[src/rtl/uart_tx_engine_if.sv]
// Handshake and serial-line bundle between a UART TX client and the engine.
interface uart_tx_engine_if;
    logic       load;
    logic [7:0] data_in;
    logic       bit8;
    logic       parity_en;
    logic       odd_n_even;
    logic [3:0] baud_val;
    logic       tx;
    logic       tx_rdy;

    // Client side: requests frames, observes line and ready
    modport master (
        output load, data_in, bit8, parity_en, odd_n_even, baud_val,
        input  tx, tx_rdy
    );

    // Engine side
    modport slave (
        input  load, data_in, bit8, parity_en, odd_n_even, baud_val,
        output tx, tx_rdy
    );
endinterface

[src/rtl/uart_tx_engine.sv]
// UART transmit engine: fixed 11-position frame (start, 7/8 data, parity/fill, stop)
// with a table-driven baud divider and registered serial output.
module uart_tx_engine (
    input  logic        clk,
    input  logic        reset,
    uart_tx_engine_if.slave bus
);
    localparam int unsigned CNT_W  = 19;
    localparam int unsigned IDX_W  = 4;
    localparam int unsigned DATA_W = 8;
    localparam int unsigned SEL_W  = 4;
    localparam logic [IDX_W-1:0] LAST_POS = IDX_W'(10);

    typedef enum logic {
        IDLE  = 1'b0,
        SHIFT = 1'b1
    } state_t;

    state_t              state;
    logic [IDX_W-1:0]    bit_idx;
    logic [CNT_W-1:0]    baud_cnt;
    logic [DATA_W-1:0]   data_q;
    logic                bit8_q;
    logic                parity_en_q;
    logic                odd_q;
    logic [SEL_W-1:0]    baud_q;
    logic                tx_q;
    logic                tx_rdy_q;
    logic                armed;

    logic [CNT_W-1:0]    last_cnt_c;
    logic [IDX_W-1:0]    next_idx_c;

    // Bit period in clocks for each baud select code
    function automatic logic [CNT_W-1:0] baud_div(input logic [SEL_W-1:0] sel);
        case (sel)
            4'd0:    baud_div = CNT_W'(333333);
            4'd1:    baud_div = CNT_W'(83333);
            4'd2:    baud_div = CNT_W'(41667);
            4'd3:    baud_div = CNT_W'(20833);
            4'd4:    baud_div = CNT_W'(10417);
            4'd5:    baud_div = CNT_W'(5208);
            4'd6:    baud_div = CNT_W'(2604);
            4'd7:    baud_div = CNT_W'(1736);
            4'd8:    baud_div = CNT_W'(868);
            4'd9:    baud_div = CNT_W'(434);
            4'd10:   baud_div = CNT_W'(217);
            4'd11:   baud_div = CNT_W'(109);
            default: baud_div = CNT_W'(10417);
        endcase
    endfunction

    // Line level for a given frame position; parity covers only the bits actually sent
    function automatic logic frame_bit(
        input logic [IDX_W-1:0]  pos,
        input logic [DATA_W-1:0] d,
        input logic              b8,
        input logic              pe,
        input logic              odd
    );
        logic p;
        p = (^(b8 ? d : {1'b0, d[6:0]})) ^ odd;
        case (pos)
            4'd0:    frame_bit = 1'b0;
            4'd1:    frame_bit = d[0];
            4'd2:    frame_bit = d[1];
            4'd3:    frame_bit = d[2];
            4'd4:    frame_bit = d[3];
            4'd5:    frame_bit = d[4];
            4'd6:    frame_bit = d[5];
            4'd7:    frame_bit = d[6];
            4'd8:    frame_bit = b8 ? d[7] : (pe ? p : 1'b1);
            4'd9:    frame_bit = (b8 && pe) ? p : 1'b1;
            default: frame_bit = 1'b1;
        endcase
    endfunction

    assign last_cnt_c = baud_div(baud_q) - CNT_W'(1);
    assign next_idx_c = bit_idx + IDX_W'(1);

    // Frame sequencer: accept a load in IDLE, then step positions 0..10 every bit period.
    // armed blocks acceptance on the first edge after reset release.
    always_ff @(posedge clk or posedge reset) begin
        if (reset) begin
            state       <= IDLE;
            bit_idx     <= '0;
            baud_cnt    <= '0;
            data_q      <= '0;
            bit8_q      <= 1'b0;
            parity_en_q <= 1'b0;
            odd_q       <= 1'b0;
            baud_q      <= '0;
            tx_q        <= 1'b1;
            tx_rdy_q    <= 1'b1;
            armed       <= 1'b0;
        end else begin
            armed <= 1'b1;
            case (state)
                IDLE: begin
                    tx_q     <= 1'b1;
                    tx_rdy_q <= 1'b1;
                    if (bus.load && tx_rdy_q && armed) begin
                        data_q      <= bus.data_in;
                        bit8_q      <= bus.bit8;
                        parity_en_q <= bus.parity_en;
                        odd_q       <= bus.odd_n_even;
                        baud_q      <= bus.baud_val;
                        bit_idx     <= '0;
                        baud_cnt    <= '0;
                        tx_q        <= 1'b0;
                        tx_rdy_q    <= 1'b0;
                        state       <= SHIFT;
                    end
                end
                SHIFT: begin
                    if (baud_cnt == last_cnt_c) begin
                        baud_cnt <= '0;
                        if (bit_idx == LAST_POS) begin
                            bit_idx  <= '0;
                            tx_q     <= 1'b1;
                            tx_rdy_q <= 1'b1;
                            state    <= IDLE;
                        end else begin
                            bit_idx <= next_idx_c;
                            tx_q    <= frame_bit(next_idx_c, data_q, bit8_q, parity_en_q, odd_q);
                        end
                    end else begin
                        baud_cnt <= baud_cnt + CNT_W'(1);
                    end
                end
                default: state <= IDLE;
            endcase
        end
    end

    assign bus.tx     = tx_q;
    assign bus.tx_rdy = tx_rdy_q;

endmodule

[src/flat_wrapper.sv]
// flat-port wrapper written by rule: the top's interface ports become plain ports
module uart_tx_engine_flat 
  (clk, reset, bus_load, bus_data_in, bus_bit8, bus_parity_en, bus_odd_n_even, bus_baud_val, bus_tx, bus_tx_rdy);
  uart_tx_engine_if bus_i ();
  input  logic clk;
  input  logic reset;
  input wire logic [$bits(bus_i.load)-1:0] bus_load;
  input wire logic [$bits(bus_i.data_in)-1:0] bus_data_in;
  input wire logic [$bits(bus_i.bit8)-1:0] bus_bit8;
  input wire logic [$bits(bus_i.parity_en)-1:0] bus_parity_en;
  input wire logic [$bits(bus_i.odd_n_even)-1:0] bus_odd_n_even;
  input wire logic [$bits(bus_i.baud_val)-1:0] bus_baud_val;
  output wire logic [$bits(bus_i.tx)-1:0] bus_tx;
  output wire logic [$bits(bus_i.tx_rdy)-1:0] bus_tx_rdy;
  assign bus_i.load = bus_load;
  assign bus_i.data_in = bus_data_in;
  assign bus_i.bit8 = bus_bit8;
  assign bus_i.parity_en = bus_parity_en;
  assign bus_i.odd_n_even = bus_odd_n_even;
  assign bus_i.baud_val = bus_baud_val;
  assign bus_tx = bus_i.tx;
  assign bus_tx_rdy = bus_i.tx_rdy;
  uart_tx_engine u_core (.clk(clk), .reset(reset), .bus(bus_i));
endmodule
[config.mk]
export PLATFORM = sky130hd
export DESIGN_NAME = uart_tx_engine_flat
export DESIGN_NICKNAME = d
export VERILOG_FILES = /design/src/rtl/uart_tx_engine_if.sv /design/src/rtl/uart_tx_engine.sv /design/src/flat_wrapper.sv
export SDC_FILE = /design/constraint.sdc
export NUM_CORES = 1
export LEC_CHECK = 0
export ABC_AREA = 1
export BUFFER_PORTS_ARGS = -buffer_cell sky130_fd_sc_hd__buf_2
export CORE_MARGIN = 10
export CORE_UTILIZATION = 60
export CTS_CLUSTER_SIZE = 28
export DETAILED_ROUTE_END_ITERATION = 10
export PLACE_DENSITY = 0.79
export SLEW_MARGIN = 20
export SYNTH_ARGS = -nofsm -noshare
export SYNTH_HDL_FRONTEND = slang
export SYNTH_SLANG_ARGS = --single-unit
[constraint.sdc]
create_clock -name clk -period 3.75 [get_ports clk]
set_clock_uncertainty 0.15 [all_clocks]
set_input_delay 0.75 -clock clk [delete_from_list [all_inputs] [get_ports clk]]
set_output_delay 0.75 -clock clk [all_outputs]
set_load 0.005 [all_outputs]
======== After elaboration in Yosys (flattened, before gate mapping) ========
Memories as Yosys holds them, arrays and structs flattened.
Cells that the tools add are included.
storage, ports and cells
  bits of input ports ..................... 18
  output and inout bits ................... 2
  register bits after elaboration ......... 42
  memories ................................ 1
  ROM bits ................................ 288
  logic and storage cells ................. 62
operators by class
  bitwise gates (word level) .............. 2
  add/subtract/negate cells ............... 3
  muxes and demuxes ....................... 23
  equal/unequal tests ..................... 14
  reductions and logical operators ........ 8
memories
  name              words  width  read ports  clocked after Yosys merged registers in  wr ports  line                  text
  (name not given)  16     18     1           0                                        0         uart_tx_engine.sv:36  case (sel)
operators by type and width
  operator                 number
  $mux W19                 2
  $pmux W19 S2             1
  $add A19 B1 Y19 const B  1
  $eq A19 B19 Y1           1
  $sub A19 B1 Y19 const B  1
  $eq A4 B3 Y1 const B     4
  $eq A4 B4 Y1 const B     3
  $mux W4                  3
  $mux W1                  11
  $pmux W1 S10             1
  $eq A4 B2 Y1 const B     2
  $mux W8                  1
  $pmux W4 S2              1
  $reduce_xor A8 Y1        1
  $pmux W1 S2              3
  $reduce_and A2 Y1        3
  $add A4 B1 Y4 const B    1
  $eq A4 B1 Y1 const B     1
  $logic_not A4 Y1         1
  $ne A2 B2 Y1 const B     2
  $logic_and A1 B1 Y1      3
  $ne A2 B1 Y1 const B     1
  $not A1 Y1               1
  $xor A1 B1 Y1            1

======== Depth between registers and ports, before layout ========
Gate-level depths: netlist (run 1).
  word-level depth ........................ 9
  mapped depth ............................ 20
  gate-level depth less buffers ........... 20

======== Worst setup path before layout (run 1) ========
Ideal clock, no wire load.
  path type ............................... register -> register
  start point ............................. register u_core.baud_q[0]
  end point ............................... register u_core.baud_cnt[13]
  clock period less this slack ............ 2587 ps
  stages on the path, launching flop included .. 17
  library setup time ...................... 127 ps
  arrival time ............................ 2309 ps
  path slack .............................. 1163 ps
  buffers on the path ..................... 1
  path through ............................ dfrtp_1 > inv_1 > ha_1 > inv_1 > nand2_1 > nand2_1 > nand2_2 > inv_1 > ha_1 > xor2_1 > xor2_1 > nand3_1 > nor2_2 > nand4_2 > nand2_2 > buf_4 > o21ai_0
between the ends
  longest elaborated chain between the ends .. 5
ends and longest elaborated chain
  item                    line                   text
  from (decl)             uart_tx_engine.sv:26   logic [SEL_W-1:0] baud_q;
  from (signal assigned)  uart_tx_engine.sv:107  baud_q <= bus.baud_val;
  $mem_v2 Z16 W18         -
  $sub A19 B1 Y19         uart_tx_engine.sv:78   assign last_cnt_c = baud_div(baud_q) - CNT_W'(1);
  $eq A19 B19 Y1          uart_tx_engine.sv:116  if (baud_cnt == last_cnt_c) begin
  $mux W19                uart_tx_engine.sv:116
  $pmux W19 S2            uart_tx_engine.sv:98   case (state)
  to (signal assigned)    uart_tx_engine.sv:128  baud_cnt <= baud_cnt + CNT_W'(1);
  to (decl)               uart_tx_engine.sv:21   logic [CNT_W-1:0] baud_cnt;
No other way between the ends.
A chain may end at the register's enable or synchronous reset.

======== Worst setup path after layout (run 1) ========
  start point ............................. register u_core.baud_q[0]
  end point ............................... register u_core.tx_rdy_q, in the netlist u_core.bus.tx_rdy
between the ends
  longest elaborated chain between the ends .. 5
ends and longest elaborated chain
  item                                line                   text
  $mem_v2 Z16 W18                     -
  $sub A19 B1 Y19                     uart_tx_engine.sv:78
  $eq A19 B19 Y1                      uart_tx_engine.sv:116
  $ne A2 B2 Y1 (no source line)       -
  $reduce_and A2 Y1 (no source line)  -
  to (signal assigned)                uart_tx_engine.sv:94   tx_rdy_q <= 1'b1;
  to (signal assigned)                uart_tx_engine.sv:111  tx_rdy_q <= 1'b0;
  to (signal assigned)                uart_tx_engine.sv:121  tx_rdy_q <= 1'b1;
  to (decl)                           uart_tx_engine.sv:28   logic tx_rdy_q;
No other way between the ends.

==> metrics.txt, run 1 <==
# TYPE chip_impl_metric gauge
chip_impl_info{name="run_status",value="completed"} 1
chip_impl_metric{name="p_comb_share",unit="%"} 2.4
chip_impl_metric{name="switching_power",unit="mW"} 0.164
chip_impl_metric{name="timing.final.setup_violations",unit=""} 0
chip_impl_metric{name="power.static_leakage",unit="nW"} 1.54
chip_impl_metric{name="design.die.area",unit="um^2"} 8160
chip_impl_metric{name="worst_setup_hold_path_clk_slew",unit="ns"} 0.08
chip_impl_metric{name="post_synth_num_cell_types",unit=""} 34
chip_impl_info{name="clock_tree_from_tritoncts",value="done"} 1
chip_impl_metric{name="share_of_post_route_cells_with_drive_strength_above_1",unit="%"} 15.0
chip_impl_metric{name="dr_total_vias",unit=""} 2571
chip_impl_metric{name="power.sequential.fraction",unit="%"} 58.7
chip_impl_metric{name="ctsHtreeMaxLevel",unit=""} 2
chip_impl_metric{name="grt_start_max_net_pins",unit=""} 43
chip_impl_metric{name="floorplan.initialDensity",unit="%"} 62.4
chip_impl_metric{name="syn-cell-area",unit="um^2"} 2970
chip_impl_info{name="critical_path.startpoint_type",value="register"} 1
chip_impl_metric{name="worst_r2r_path_depth",unit=""} 16
chip_impl_info{name="setup.worst_path.start",value="u_core.baud_q[0]"} 1
chip_impl_metric{name="post_cts_buffers",unit=""} 0
chip_impl_metric{name="timing.final.ws_setup",unit="ns"} 0.664
chip_impl_metric{name="place.gp.congestion",unit=""} 0.922
chip_impl_metric{name="overflow",unit=""} 0
chip_impl_metric{name="port_bufs",unit=""} 19
chip_impl_metric{name="ctsLongestPathBuffers",unit=""} 2
chip_impl_info{name="worst_hold_path_type",value="register to register"} 1
chip_impl_metric{name="cts_sinks",unit=""} 42
chip_impl_metric{name="dieWidth",unit="um"} 90.3
chip_impl_metric{name="max-cap-violations",unit=""} 0
chip_impl_metric{name="reg2reg_setup_slack",unit="ns"} 0.66
chip_impl_metric{name="ios",unit=""} 20
chip_impl_metric{name="first_global_vias",unit=""} 2515
chip_impl_metric{name="synth_sequential_area_ratio",unit="%"} 35.5
chip_impl_metric{name="groute.usage.overall",unit="%"} 15.9
chip_impl_metric{name="initialDrtViolationCount",unit=""} 144
chip_impl_metric{name="final_cell_area",unit="um^2"} 3170
chip_impl_metric{name="route.detailed.drc",unit=""} 0
chip_impl_info{name="synthFlopType",value="sky130_fd_sc_hd__dfrtp_1"} 1
chip_impl_info{name="largest_family_of_logic_cells_by_synthesized_area",value="simple AND/OR/NAND/NOR gates"} 1
chip_impl_metric{name="global_route.usage.met3",unit="%"} 2.24
chip_impl_metric{name="y_dimension_of_the_die",unit="um"} 90.3
chip_impl_info{name="ys_top_cells_by_count",value="sky130_fd_sc_hd__nand2_1 (89), sky130_fd_sc_hd__nand3_1 (59), sky130_fd_sc_hd__dfrtp_1 (40)"} 1
chip_impl_metric{name="clock_power_share",unit="%"} 38.9
chip_impl_metric{name="synth-compound-area-share",unit="%"} 6.49
chip_impl_metric{name="power",unit="mW"} 0.772
chip_impl_metric{name="worstPathRequired",unit="ns"} 3.84
chip_impl_info{name="sort_of_element_at_the_end_of_the_critical_path",value="register"} 1
chip_impl_metric{name="viasPerCell",unit=""} 5.41
chip_impl_metric{name="routedWlPerCell",unit="um"} 13.3
chip_impl_info{name="grt_busiest_layer",value="met2"} 1
chip_impl_metric{name="synth.yosys.warnings",unit=""} 0
chip_impl_metric{name="fin_crit",unit="ns"} 3.09
chip_impl_info{name="rsz0062_at_grt",value="no"} 1
chip_impl_metric{name="cts-resized-gates",unit=""} 0
chip_impl_metric{name="antenna_found_initial",unit=""} 0
chip_impl_metric{name="grt.met2_usage",unit="%"} 28.5
chip_impl_metric{name="detailed_place_hpwl",unit="um"} 4790
chip_impl_metric{name="final.period_utilization",unit="%"} 82.3
chip_impl_metric{name="synthesized_area_fraction_occupied_by_adder_cells",unit="%"} 5.06
chip_impl_info{name="critical_path.reg2reg.endpoint",value="u_core.bus.tx_rdy"} 1
chip_impl_metric{name="area_growth_syn_to_layout",unit="%"} 6.91
chip_impl_metric{name="postRouteAntennaNets",unit=""} 0
chip_impl_metric{name="tns",unit="ns"} 0
chip_impl_metric{name="post_synth_xor_area_fraction",unit="%"} 10.3
chip_impl_info{name="crit_type",value="register to register"} 1
chip_impl_info{name="critical_path.reg2reg.startpoint",value="u_core.baud_q[0]"} 1
chip_impl_metric{name="synthSimpleGateAreaFrac",unit="%"} 32.5
chip_impl_metric{name="clk-insertion-delay-late",unit="ns"} 0.30
chip_impl_info{name="netlist.top_cell.by_area",value="sky130_fd_sc_hd__dfrtp_1"} 1
chip_impl_metric{name="worst_slew_margin_rel",unit="%"} 36.2
chip_impl_metric{name="cts_inserted_buffers",unit=""} 5
chip_impl_metric{name="finish.net_count",unit=""} 437
chip_impl_info{name="clk_root_buffer_cell",value="sky130_fd_sc_hd__clkbuf_8"} 1
chip_impl_metric{name="hold_violations",unit=""} 0
chip_impl_metric{name="wire_length_of_the_first_global_routing_pass",unit="um"} 11200
chip_impl_metric{name="internal_power",unit="mW"} 0.609
chip_impl_metric{name="synthesis.nets",unit=""} 421
chip_impl_info{name="synth.most_common_cell",value="sky130_fd_sc_hd__nand2_1"} 1
chip_impl_info{name="synth.area.top_cells",value="sky130_fd_sc_hd__dfrtp_1 (34%), sky130_fd_sc_hd__nand2_1 (11%), sky130_fd_sc_hd__nand3_1 (9.9%)"} 1
chip_impl_metric{name="arrival",unit="ns"} 3.18
chip_impl_metric{name="crit_path_max_fo",unit=""} 23
chip_impl_info{name="cp-endpoint",value="u_core.bus.tx_rdy"} 1
chip_impl_metric{name="synthesized_area_per_cell",unit="um^2"} 7.59
chip_impl_metric{name="achievable-frequency",unit="GHz"} 0.324
chip_impl_metric{name="holdBufCountCts",unit=""} 0
chip_impl_metric{name="finalMaxSlewViolations",unit=""} 0
chip_impl_metric{name="ys_async_rst_share",unit="%"} 100
chip_impl_metric{name="drt_pass1_iterations",unit=""} 4
chip_impl_metric{name="finalWirelength",unit="um"} 6310
chip_impl_metric{name="synth_enable_flop_cells",unit=""} 0
chip_impl_metric{name="syn-instance-count",unit=""} 391
chip_impl_metric{name="antenna_cells_inserted",unit=""} 0
chip_impl_metric{name="place_ws",unit="ns"} 0.706
chip_impl_metric{name="synth.ff_latch_count",unit=""} 42
chip_impl_metric{name="vdd_ir_drop_max",unit="uV"} 247
chip_impl_metric{name="least_margin_pin_slew",unit="ns"} 0.954
chip_impl_metric{name="core_area",unit="um^2"} 4750
chip_impl_metric{name="post-synth-top-area-fraction",unit="%"} 33.7
chip_impl_metric{name="row_count",unit=""} 25
chip_impl_metric{name="placedInstanceArea",unit="um^2"} 3080
chip_impl_metric{name="whs_path_depth",unit=""} 2
chip_impl_metric{name="gr-usage-met1",unit="%"} 18.4
chip_impl_metric{name="power.switching_fraction",unit="%"} 21.2
chip_impl_metric{name="pwr_density_cell",unit="nW/um^2"} 243
chip_impl_metric{name="mux_share_of_post_synthesis_cell_area",unit="%"} 2.66
[cells by family after synthesis]
| kind of cell | after synthesis |
|---|---|
| AOI/OAI and AO/OA | 36 |
| DFF | 42 |
| muxes | 7 |
| xor gates and xnor gates | 35 |
| buffers and inverters | 49 |
| adders and majority gates | 12 |
| other | 1 |
| and+or+nand+nor | 209 |
[final cells by class]
type	count	area (um^2)
clock inverters	1	5.00
clock buffers	7	86.3
inverters	37	139
multi-input cells	300	1700
repair buffers	21	110
fillers	396	1580
well taps	67	83.8
flip-flops and latches	42	1050
[routing by layer]
layer / up-vias / part of all wire [%]
met1: 1193 / 44
li1: 1300 / -
met2: 59 / 50
met4: 0 / 2.7
met5: - / 0
met3: 19 / 3.4
[worst min path at each step]
stage	start	to	slack, ns
after floorplan	u_core.bit_idx[3]	u_core.bit_idx[3]	0.32
after global placement	u_core.bit_idx[3]	u_core.bit_idx[3]	0.34
after detailed placement	u_core.bus.tx_rdy	u_core.bus.tx_rdy	0.35
after CTS	u_core.bus.tx_rdy	u_core.bus.tx_rdy	0.36
after global routing	u_core.bus.tx	u_core.bus.tx	0.37
final	u_core.bus.tx_rdy	u_core.bus.tx_rdy	0.35
[through the flow]
stage          std cells  hold WS [ns]  utilization [%]
6_report             475         0.354             66.7
4_1_cts              475         0.359             66.7
2_1_floorplan        391         0.319                -
3_3_place_gp         467         0.336             64.8
3_5_place_dp         467         0.346             64.8
5_1_grt              475         0.373             66.7
[power groups by stage]
| stage | registers, mW | logic, mW | clock network (mW) |
|---|---|---|---|
| 6_report | 0.453 | 0.0184 | 0.301 |
| 5_1_grt | 0.453 | 0.0217 | 0.325 |
| 4_1_cts | 0.453 | 0.0193 | 0.305 |
| 3_5_place_dp | 0.462 | 0.0192 | 0 |
| 3_3_place_gp | 0.462 | 0.0187 | 0 |
| 2_1_floorplan | 0.462 | 0.00715 | 0 |
[sequential cells by signal, summed over array words and instances (netlist names), 4 cells and up]
| register | cells |
|---|---|
| u_core.bit_idx | 4 |
| u_core.data_q | 8 |
| u_core.baud_cnt | 19 |
| u_core.baud_q | 4 |
[layout by cell type (no fill, tap or decap), drive strengths merged, types with 5 or more instances in the layout]
cell and count:
xor2 24, nand4 5, nor2 42, nand3 63, ha 12, nand2 94, dfrtp 40, xnor2 11
a21oi 10, buf 21, clkbuf 7, mux2 7, inv 36, o21ai 22
[worst max-delay path: stages (launching register included)]
cell and delay, ns:
sky130_fd_sc_hd__dfrtp_1 0.46, sky130_fd_sc_hd__inv_1 0.20, sky130_fd_sc_hd__ha_1 0.24, sky130_fd_sc_hd__inv_1 0.07, sky130_fd_sc_hd__nand2_1 0.06, sky130_fd_sc_hd__nand2_1 0.08, sky130_fd_sc_hd__nand2_2 0.12, sky130_fd_sc_hd__inv_1 0.06
sky130_fd_sc_hd__ha_1 0.23, sky130_fd_sc_hd__xor2_1 0.19, sky130_fd_sc_hd__xor2_1 0.15, sky130_fd_sc_hd__nand3_1 0.10, sky130_fd_sc_hd__nor2_2 0.13, sky130_fd_sc_hd__nand4_2 0.14, sky130_fd_sc_hd__nand2_2 0.37, sky130_fd_sc_hd__nand3_1 0.15
sky130_fd_sc_hd__nand2_1 0.11
(Power assumes the default switching activity.)
==> run 2, diff against run 1 <==
Settings changed: ABC_AREA 1 to 0.
Clock period 3.75 ns to 3.2 ns, I/O delays scaled along.
==> run 2 against run 1 <==
  * Wire length grew 19%
  * Setup slack worse by 0.50 ns
  * Via count increased by 6.4%
  * Clock power increased by 41%
  * Sequential share of layout area shrank 2.7 points
  * Design area grew 8.8%
  * Highest routed layer unchanged
==> metrics.txt, run 2 <==
# TYPE chip_impl_metric gauge
chip_impl_metric{name="mux_share_of_post_synthesis_cell_area",unit="%"} 3.66
chip_impl_metric{name="num-fill-cells",unit=""} 412
chip_impl_metric{name="postRouteAntennaNets",unit=""} 0
chip_impl_metric{name="viasPerCell",unit=""} 5.89
chip_impl_info{name="critical_path.reg2reg.endpoint",value="u_core.bus.tx"} 1
chip_impl_metric{name="power.static_leakage",unit="nW"} 1.57
chip_impl_metric{name="port_bufs",unit=""} 19
chip_impl_metric{name="antenna_cells_inserted",unit=""} 0
chip_impl_metric{name="worst_slew_margin_rel",unit="%"} 59.0
chip_impl_metric{name="final.hold.worst_slack",unit="ns"} 0.252
chip_impl_metric{name="groute.usage.overall",unit="%"} 17.7
chip_impl_info{name="ys_top_cells_by_count",value="sky130_fd_sc_hd__nand2_1 (66), sky130_fd_sc_hd__dfrtp_1 (40), sky130_fd_sc_hd__nor2_1 (24)"} 1
chip_impl_metric{name="routedWlPerCell",unit="um"} 16.2
chip_impl_metric{name="core_area",unit="um^2"} 4820
chip_impl_info{name="worst_hold_path_type",value="input port to asynchronous set/reset pin"} 1
chip_impl_metric{name="ctsHtreeMaxLevel",unit=""} 2
chip_impl_metric{name="first_global_vias",unit=""} 2577
chip_impl_metric{name="floorplan.initialDensity",unit="%"} 63.2
chip_impl_metric{name="ios",unit=""} 20
chip_impl_metric{name="finalWirelength",unit="um"} 7520
chip_impl_metric{name="post_synth_num_cell_types",unit=""} 67
chip_impl_info{name="run_status",value="completed"} 1
chip_impl_metric{name="internal_power",unit="mW"} 1.28
chip_impl_metric{name="worstPathRequired",unit="ns"} 3.28
chip_impl_metric{name="dr_total_vias",unit=""} 2735
chip_impl_metric{name="post_synth_xor_area_fraction",unit="%"} 8.92
chip_impl_info{name="synth.area.top_cells",value="sky130_fd_sc_hd__dfrtp_1 (33%), sky130_fd_sc_hd__nand2_1 (8.1%), sky130_fd_sc_hd__xnor2_1 (6.3%)"} 1
chip_impl_metric{name="synth-compound-area-share",unit="%"} 15.0
chip_impl_metric{name="worst_r2r_path_depth",unit=""} 13
chip_impl_metric{name="cts_sinks",unit=""} 42
chip_impl_metric{name="place.gp.congestion",unit=""} 0.938
chip_impl_metric{name="max-cap-violations",unit=""} 0
chip_impl_metric{name="grt_start_max_net_pins",unit=""} 31
chip_impl_metric{name="route.detailed.drc",unit=""} 0
chip_impl_info{name="critical_path.startpoint_type",value="register"} 1
chip_impl_metric{name="area_growth_syn_to_layout",unit="%"} 13.4
chip_impl_metric{name="dieWidth",unit="um"} 91.2
chip_impl_metric{name="drt_pass1_iterations",unit=""} 4
chip_impl_metric{name="y_dimension_of_the_die",unit="um"} 91.2
chip_impl_metric{name="least_margin_pin_slew",unit="ns"} 0.614
chip_impl_metric{name="holdBufCountCts",unit=""} 0
chip_impl_metric{name="overflow",unit=""} 0
chip_impl_metric{name="arrival",unit="ns"} 3.12
chip_impl_info{name="synthFlopType",value="sky130_fd_sc_hd__dfrtp_1"} 1
chip_impl_metric{name="wire_length_of_the_first_global_routing_pass",unit="um"} 12400
chip_impl_info{name="clock_tree_from_tritoncts",value="done"} 1
chip_impl_metric{name="synth_enable_flop_cells",unit=""} 0
chip_impl_metric{name="cts_inserted_buffers",unit=""} 5
chip_impl_metric{name="synth.yosys.warnings",unit=""} 0
chip_impl_metric{name="synth_sequential_area_ratio",unit="%"} 34.6
chip_impl_info{name="max_flop_register",value="u_core.baud_cnt"} 1
chip_impl_metric{name="power.switching_fraction",unit="%"} 37.7
chip_impl_metric{name="finish.net_count",unit=""} 426
chip_impl_metric{name="syn-cell-area",unit="um^2"} 3040
chip_impl_metric{name="synthesized_area_per_cell",unit="um^2"} 8.34
chip_impl_metric{name="ctsLongestPathBuffers",unit=""} 2
chip_impl_metric{name="synthSimpleGateAreaFrac",unit="%"} 27.8
chip_impl_metric{name="detailed_place_hpwl",unit="um"} 5530
chip_impl_metric{name="row_count",unit=""} 25
chip_impl_metric{name="initialDrtViolationCount",unit=""} 179
chip_impl_info{name="critical_path.reg2reg.startpoint",value="u_core.baud_q[0]"} 1
chip_impl_metric{name="antenna_found_initial",unit=""} 0
chip_impl_metric{name="timing.final.setup_violations",unit=""} 0
chip_impl_metric{name="synthesis.nets",unit=""} 395
chip_impl_info{name="largest_family_of_logic_cells_by_synthesized_area",value="simple AND/OR/NAND/NOR gates"} 1
chip_impl_info{name="clk_root_buffer_cell",value="sky130_fd_sc_hd__clkbuf_8"} 1
chip_impl_metric{name="worst_setup_hold_path_clk_slew",unit="ns"} 0.09
chip_impl_metric{name="tns",unit="ns"} 0
chip_impl_metric{name="final.period_utilization",unit="%"} 94.9
chip_impl_metric{name="reg2reg_setup_slack",unit="ns"} 0.16
chip_impl_metric{name="power.sequential.fraction",unit="%"} 39.4
chip_impl_metric{name="max_ffs_per_register",unit=""} 19
chip_impl_metric{name="sequential_cell_area",unit="um^2"} 1050
chip_impl_info{name="crit_type",value="register to register"} 1
chip_impl_info{name="leading_cell_type_in_the_layout_fill_and_taps_excluded",value="sky130_fd_sc_hd__nand2_1"} 1
chip_impl_info{name="top_flop_regs",value="u_core.baud_cnt (19), u_core.data_q (8)"} 1
chip_impl_metric{name="hold_violations",unit=""} 0
chip_impl_metric{name="switching_power",unit="mW"} 0.775
chip_impl_metric{name="syn-instance-count",unit=""} 365
chip_impl_info{name="synth.most_common_cell",value="sky130_fd_sc_hd__nand2_1"} 1
chip_impl_metric{name="multi_input_comb_area",unit="um^2"} 1880
chip_impl_metric{name="vdd_ir_drop_max",unit="uV"} 345
chip_impl_metric{name="share_of_post_route_cells_with_drive_strength_above_1",unit="%"} 19.6
chip_impl_metric{name="fin_crit",unit="ns"} 3.04
chip_impl_metric{name="post-synth-top-area-fraction",unit="%"} 32.9
chip_impl_metric{name="pwr_density_cell",unit="nW/um^2"} 595
chip_impl_info{name="netlist.top_cell.by_area",value="sky130_fd_sc_hd__dfrtp_1"} 1
chip_impl_metric{name="crit_path_max_fo",unit=""} 5
chip_impl_metric{name="ys_async_rst_share",unit="%"} 100
chip_impl_info{name="sort_of_element_at_the_end_of_the_critical_path",value="register"} 1
chip_impl_metric{name="clock_power_share",unit="%"} 20.6
chip_impl_metric{name="p_comb_share",unit="%"} 40.0
chip_impl_metric{name="achievable-frequency",unit="GHz"} 0.329
chip_impl_metric{name="design.die.area",unit="um^2"} 8320
chip_impl_metric{name="finalMaxSlewViolations",unit=""} 0
chip_impl_metric{name="clk-insertion-delay-late",unit="ns"} 0.30
chip_impl_info{name="layout.cells.most_common_list",value="sky130_fd_sc_hd__nand2_1 (65), sky130_fd_sc_hd__dfrtp_1 (40), sky130_fd_sc_hd__nor2_1 (24)"} 1
chip_impl_metric{name="synth.ff_latch_count",unit=""} 42
chip_impl_metric{name="synthesized_area_fraction_occupied_by_adder_cells",unit="%"} 4.93
[run 2: metal layers]
metal | track usage [%] | up-vias | share of wire [%]
li1 | - | 1330 | -
met1 | 24.0 | 1291 | 46
met2 | 27.9 | 101 | 46
met3 | 3.46 | 13 | 6.0
met4 | 5.09 | 0 | 1.7
met5 | 0 | - | 0
[run 2: repair_timing]
action                                  CTS  global route
gates resized for setup                   0             9
setup buffers                             0             5
endpoints found under the setup margin    0            22
[run 2: worst max path at each step]
stage                                      to  slack, ns  cells past startpoint        startpoint
after floorplan                 u_core.bus.tx      0.006                     14  u_core.baud_q[1]
final                           u_core.bus.tx       0.16                     13  u_core.baud_q[0]
after detailed placement   u_core.baud_cnt[5]       0.06                     13  u_core.baud_q[0]
after CTS                  u_core.baud_cnt[5]       0.04                     13  u_core.baud_q[0]
after global placement          u_core.bus.tx       0.18                     13  u_core.baud_q[0]
after global routing      u_core.baud_cnt[11]      -0.02                     13  u_core.baud_q[0]
[run 2: layout make-up]
cell class | count | area share [%]
well taps | 67 | 2.43
clock inverters | 3 | 1.27
multi-input cells | 290 | 54.4
clock buffers | 5 | 1.99
flip-flops and latches | 42 | 30.5
inverters | 16 | 1.74
repair buffers | 41 | 7.65
[run 2: power groups by stage]
stage	registers, mW	logic (mW)	clock network, mW
2_1_floorplan	0.742	0.645	0
3_3_place_gp	0.805	0.762	0
3_5_place_dp	0.809	0.777	0
4_1_cts	0.799	0.784	0.431
5_1_grt	0.827	0.909	0.453
6_report	0.809	0.822	0.423
[run 2: critical path: stages, from the launching register on]
cell and delay, ns:
sky130_fd_sc_hd__dfrtp_1 0.37, sky130_fd_sc_hd__inv_2 0.05, sky130_fd_sc_hd__ha_2 0.18, sky130_fd_sc_hd__or3b_4 0.40
sky130_fd_sc_hd__nand2_2 0.12, sky130_fd_sc_hd__ha_4 0.22, sky130_fd_sc_hd__xnor2_2 0.13, sky130_fd_sc_hd__nor2_1 0.11
sky130_fd_sc_hd__o311a_1 0.17, sky130_fd_sc_hd__nand4_1 0.09, sky130_fd_sc_hd__nor3_2 0.24, sky130_fd_sc_hd__and4_4 0.29
sky130_fd_sc_hd__nand2b_4 0.16, sky130_fd_sc_hd__mux2_4 0.30
[run 2: kinds of logic after synthesis]
| group | count (synthesis) |
|---|---|
| buf+inv | 33 |
| flops | 42 |
| fa+ha+maj | 12 |
| other cells | 1 |
| simple gates | 168 |
| xor+xnor | 31 |
| compound gates | 69 |
| mux | 9 |
[run 2: through the flow]
stage	utilization, %	setup slack (ns)	total power, mW	std cells	cell area [um^2]
5_1_grt	71.6	-0.0154	2.19	464	3450
3_5_place_dp	67.8	0.0592	1.59	451	3270
6_report	71.6	0.163	2.05	464	3450
2_1_floorplan	-	0.00555	1.39	365	3060
3_3_place_gp	67.8	0.181	1.57	451	3270
4_1_cts	70.2	0.0404	2.01	459	3380
==> run 3, diff against run 2 <==
Settings changed: CORE_MARGIN 10 to 5, REMOVE_ABC_BUFFERS from default to 1.
==> run 3 against run 2 <==
  * Setup slack got worse by 0.043 ns
  * Power grew 1.3%
  * Via count increased by 0.33%
  * Wire length is 1.6% lower
  * Cell count up 0.43%
  * Critical endpoint is now u_core.state
==> metrics.txt, run 3 (same netlist as run 2, synthesis figures left out) <==
# TYPE chip_impl_metric gauge
chip_impl_info{name="sort_of_element_at_the_end_of_the_critical_path",value="register"} 1
chip_impl_metric{name="least_margin_pin_slew",unit="ns"} 0.590
chip_impl_metric{name="arrival",unit="ns"} 3.11
chip_impl_metric{name="switching_power",unit="mW"} 0.795
chip_impl_metric{name="core_area",unit="um^2"} 5010
chip_impl_metric{name="overflow",unit=""} 0
chip_impl_info{name="crit_type",value="register to register"} 1
chip_impl_info{name="max_flop_register",value="u_core.baud_cnt"} 1
chip_impl_info{name="leading_cell_type_in_the_layout_fill_and_taps_excluded",value="sky130_fd_sc_hd__nand2_1"} 1
chip_impl_metric{name="detailed_place_hpwl",unit="um"} 5230
chip_impl_metric{name="cts_inserted_buffers",unit=""} 5
chip_impl_metric{name="share_of_post_route_cells_with_drive_strength_above_1",unit="%"} 20.2
chip_impl_metric{name="finalMaxSlewViolations",unit=""} 0
chip_impl_metric{name="final_cell_area",unit="um^2"} 3470
chip_impl_metric{name="clk-insertion-delay-late",unit="ns"} 0.30
chip_impl_info{name="run_status",value="completed"} 1
chip_impl_metric{name="ios",unit=""} 20
chip_impl_metric{name="finalWirelength",unit="um"} 7390
chip_impl_metric{name="dr_total_vias",unit=""} 2744
chip_impl_metric{name="y_dimension_of_the_die",unit="um"} 81.2
chip_impl_metric{name="power.switching_fraction",unit="%"} 38.2
chip_impl_metric{name="timing.final.ws_setup",unit="ns"} 0.120
chip_impl_metric{name="routedWlPerCell",unit="um"} 15.9
chip_impl_metric{name="worst_slew_margin_rel",unit="%"} 60.3
chip_impl_metric{name="route.detailed.drc",unit=""} 0
chip_impl_metric{name="vdd_ir_drop_max",unit="uV"} 302
chip_impl_metric{name="grt_start_max_net_pins",unit=""} 43
chip_impl_metric{name="port_bufs",unit=""} 19
chip_impl_metric{name="final.hold.worst_slack",unit="ns"} 0.304
chip_impl_metric{name="worstPathRequired",unit="ns"} 3.23
chip_impl_metric{name="reg2reg_setup_slack",unit="ns"} 0.12
chip_impl_metric{name="clock_power_share",unit="%"} 20.8
chip_impl_info{name="top_flop_regs",value="u_core.baud_cnt (19), u_core.data_q (8)"} 1
chip_impl_metric{name="power.static_leakage",unit="nW"} 1.56
chip_impl_metric{name="p_comb_share",unit="%"} 40.5
chip_impl_info{name="layout.cells.most_common_list",value="sky130_fd_sc_hd__nand2_1 (64), sky130_fd_sc_hd__dfrtp_1 (40), sky130_fd_sc_hd__nor2_1 (24)"} 1
chip_impl_info{name="clk_root_buffer_cell",value="sky130_fd_sc_hd__clkbuf_8"} 1
chip_impl_metric{name="worst_r2r_path_depth",unit=""} 14
chip_impl_metric{name="power.sequential.fraction",unit="%"} 38.7
chip_impl_metric{name="timing.final.setup_violations",unit=""} 0
chip_impl_metric{name="antenna_found_initial",unit=""} 0
chip_impl_metric{name="design.die.area",unit="um^2"} 6600
chip_impl_metric{name="pwr_density_cell",unit="nW/um^2"} 599
chip_impl_metric{name="initialDrtViolationCount",unit=""} 236
chip_impl_metric{name="place.gp.congestion",unit=""} 0.914
chip_impl_metric{name="cts_sinks",unit=""} 42
chip_impl_metric{name="viasPerCell",unit=""} 5.89
chip_impl_metric{name="ctsHtreeMaxLevel",unit=""} 2
chip_impl_info{name="worst_hold_path_type",value="input port to asynchronous set/reset pin"} 1
chip_impl_metric{name="drt_pass1_iterations",unit=""} 5
chip_impl_info{name="clock_tree_from_tritoncts",value="done"} 1
chip_impl_metric{name="area_growth_syn_to_layout",unit="%"} 14.1
chip_impl_metric{name="final.period_utilization",unit="%"} 96.3
chip_impl_metric{name="floorplan.initialDensity",unit="%"} 60.8
chip_impl_metric{name="achievable-frequency",unit="GHz"} 0.325
chip_impl_info{name="critical_path.startpoint_type",value="register"} 1
chip_impl_metric{name="worst_setup_hold_path_clk_slew",unit="ns"} 0.09
chip_impl_metric{name="groute.usage.overall",unit="%"} 24.2
chip_impl_metric{name="hold_violations",unit=""} 0
chip_impl_metric{name="fin_crit",unit="ns"} 3.08
chip_impl_metric{name="row_count",unit=""} 26
chip_impl_metric{name="crit_path_max_fo",unit=""} 6
chip_impl_metric{name="wire_length_of_the_first_global_routing_pass",unit="um"} 12400
chip_impl_metric{name="first_global_vias",unit=""} 2572
chip_impl_metric{name="max-cap-violations",unit=""} 0
chip_impl_metric{name="antenna_cells_inserted",unit=""} 0
chip_impl_metric{name="ctsLongestPathBuffers",unit=""} 2
chip_impl_metric{name="power",unit="mW"} 2.08
chip_impl_metric{name="postRouteAntennaNets",unit=""} 0
chip_impl_metric{name="max_ffs_per_register",unit=""} 19
chip_impl_metric{name="internal_power",unit="mW"} 1.29
chip_impl_metric{name="finish.net_count",unit=""} 425
chip_impl_metric{name="dieWidth",unit="um"} 81.2
chip_impl_metric{name="place_ws",unit="ns"} 0.0689
chip_impl_metric{name="placedInstanceArea",unit="um^2"} 3260
## run 3: changes by cell type in the layout (fill, tap and decap cells not counted), sizes merged
cell	previous run	this run
buf	41	40
## run 3: path summary, 6_finish.rpt
path | end | start
max | u_core.state | u_core.baud_q[0]
min | u_core.baud_cnt[0] | reset
max reg2reg | u_core.state | u_core.baud_q[0]
min reg2reg | u_core.bus.tx_rdy | u_core.bus.tx_rdy
max in group asynchronous | u_core.bus.tx | reset
min in group clk | u_core.bus.tx_rdy | u_core.bus.tx_rdy
## run 3: metrics by stage
step	util, %	instances	TNS [ns]
4_1_cts	67.4	462	0
3_3_place_gp	65.1	454	0
6_report	69.3	466	0
2_1_floorplan	-	348	-0.860
3_5_place_dp	65.1	454	0
5_1_grt	69.3	466	-0.199
## run 3: layer usage
metal / track usage (%) / share of wire [%]
met3: 3.44 / 5.1
met1: 35.5 / 46
met2: 36.2 / 47
met4: 8.95 / 2.4
met5: 0 / 0
## run 3: worst max-delay path, stage by stage (launching register included)
cell	delay, ns
sky130_fd_sc_hd__dfrtp_1	0.40
sky130_fd_sc_hd__inv_2	0.09
sky130_fd_sc_hd__buf_4	0.14
sky130_fd_sc_hd__ha_1	0.18
sky130_fd_sc_hd__nand2b_1	0.08
sky130_fd_sc_hd__a21o_1	0.18
sky130_fd_sc_hd__ha_4	0.22
sky130_fd_sc_hd__xnor2_2	0.12
sky130_fd_sc_hd__nor2_1	0.10
sky130_fd_sc_hd__o311a_1	0.16
sky130_fd_sc_hd__nand4_1	0.11
sky130_fd_sc_hd__nor3_2	0.24
sky130_fd_sc_hd__a41oi_2	0.20
sky130_fd_sc_hd__buf_4	0.21
sky130_fd_sc_hd__or3_4	0.37
## run 3: layout make-up
class                      count  area (um^2)
fill                         429         1540
clock inverter                 3         43.8
tap                           70         87.6
multi-input combinational    290         1910
sequential                    42         1050
timing repair buffer          40          253
inverter                      16         60.1
clock buffer                   5         68.8
## run 3: power groups by stage
stage | clock network, mW | logic [mW] | registers (mW)
after detailed placement | 0 | 0.779 | 0.806
final | 0.432 | 0.844 | 0.805
after global placement | 0 | 0.757 | 0.803
after floorplan | 0 | 0.583 | 0.776
after global routing | 0.460 | 0.943 | 0.827
after CTS | 0.441 | 0.788 | 0.795
## run 3: repair_timing
item	in CTS	in global routing
endpoints found under the hold margin	0	0
buffers inserted	0	4
resized for setup	0	16
endpoints found under the setup margin	0	26
hold buffers	0	0
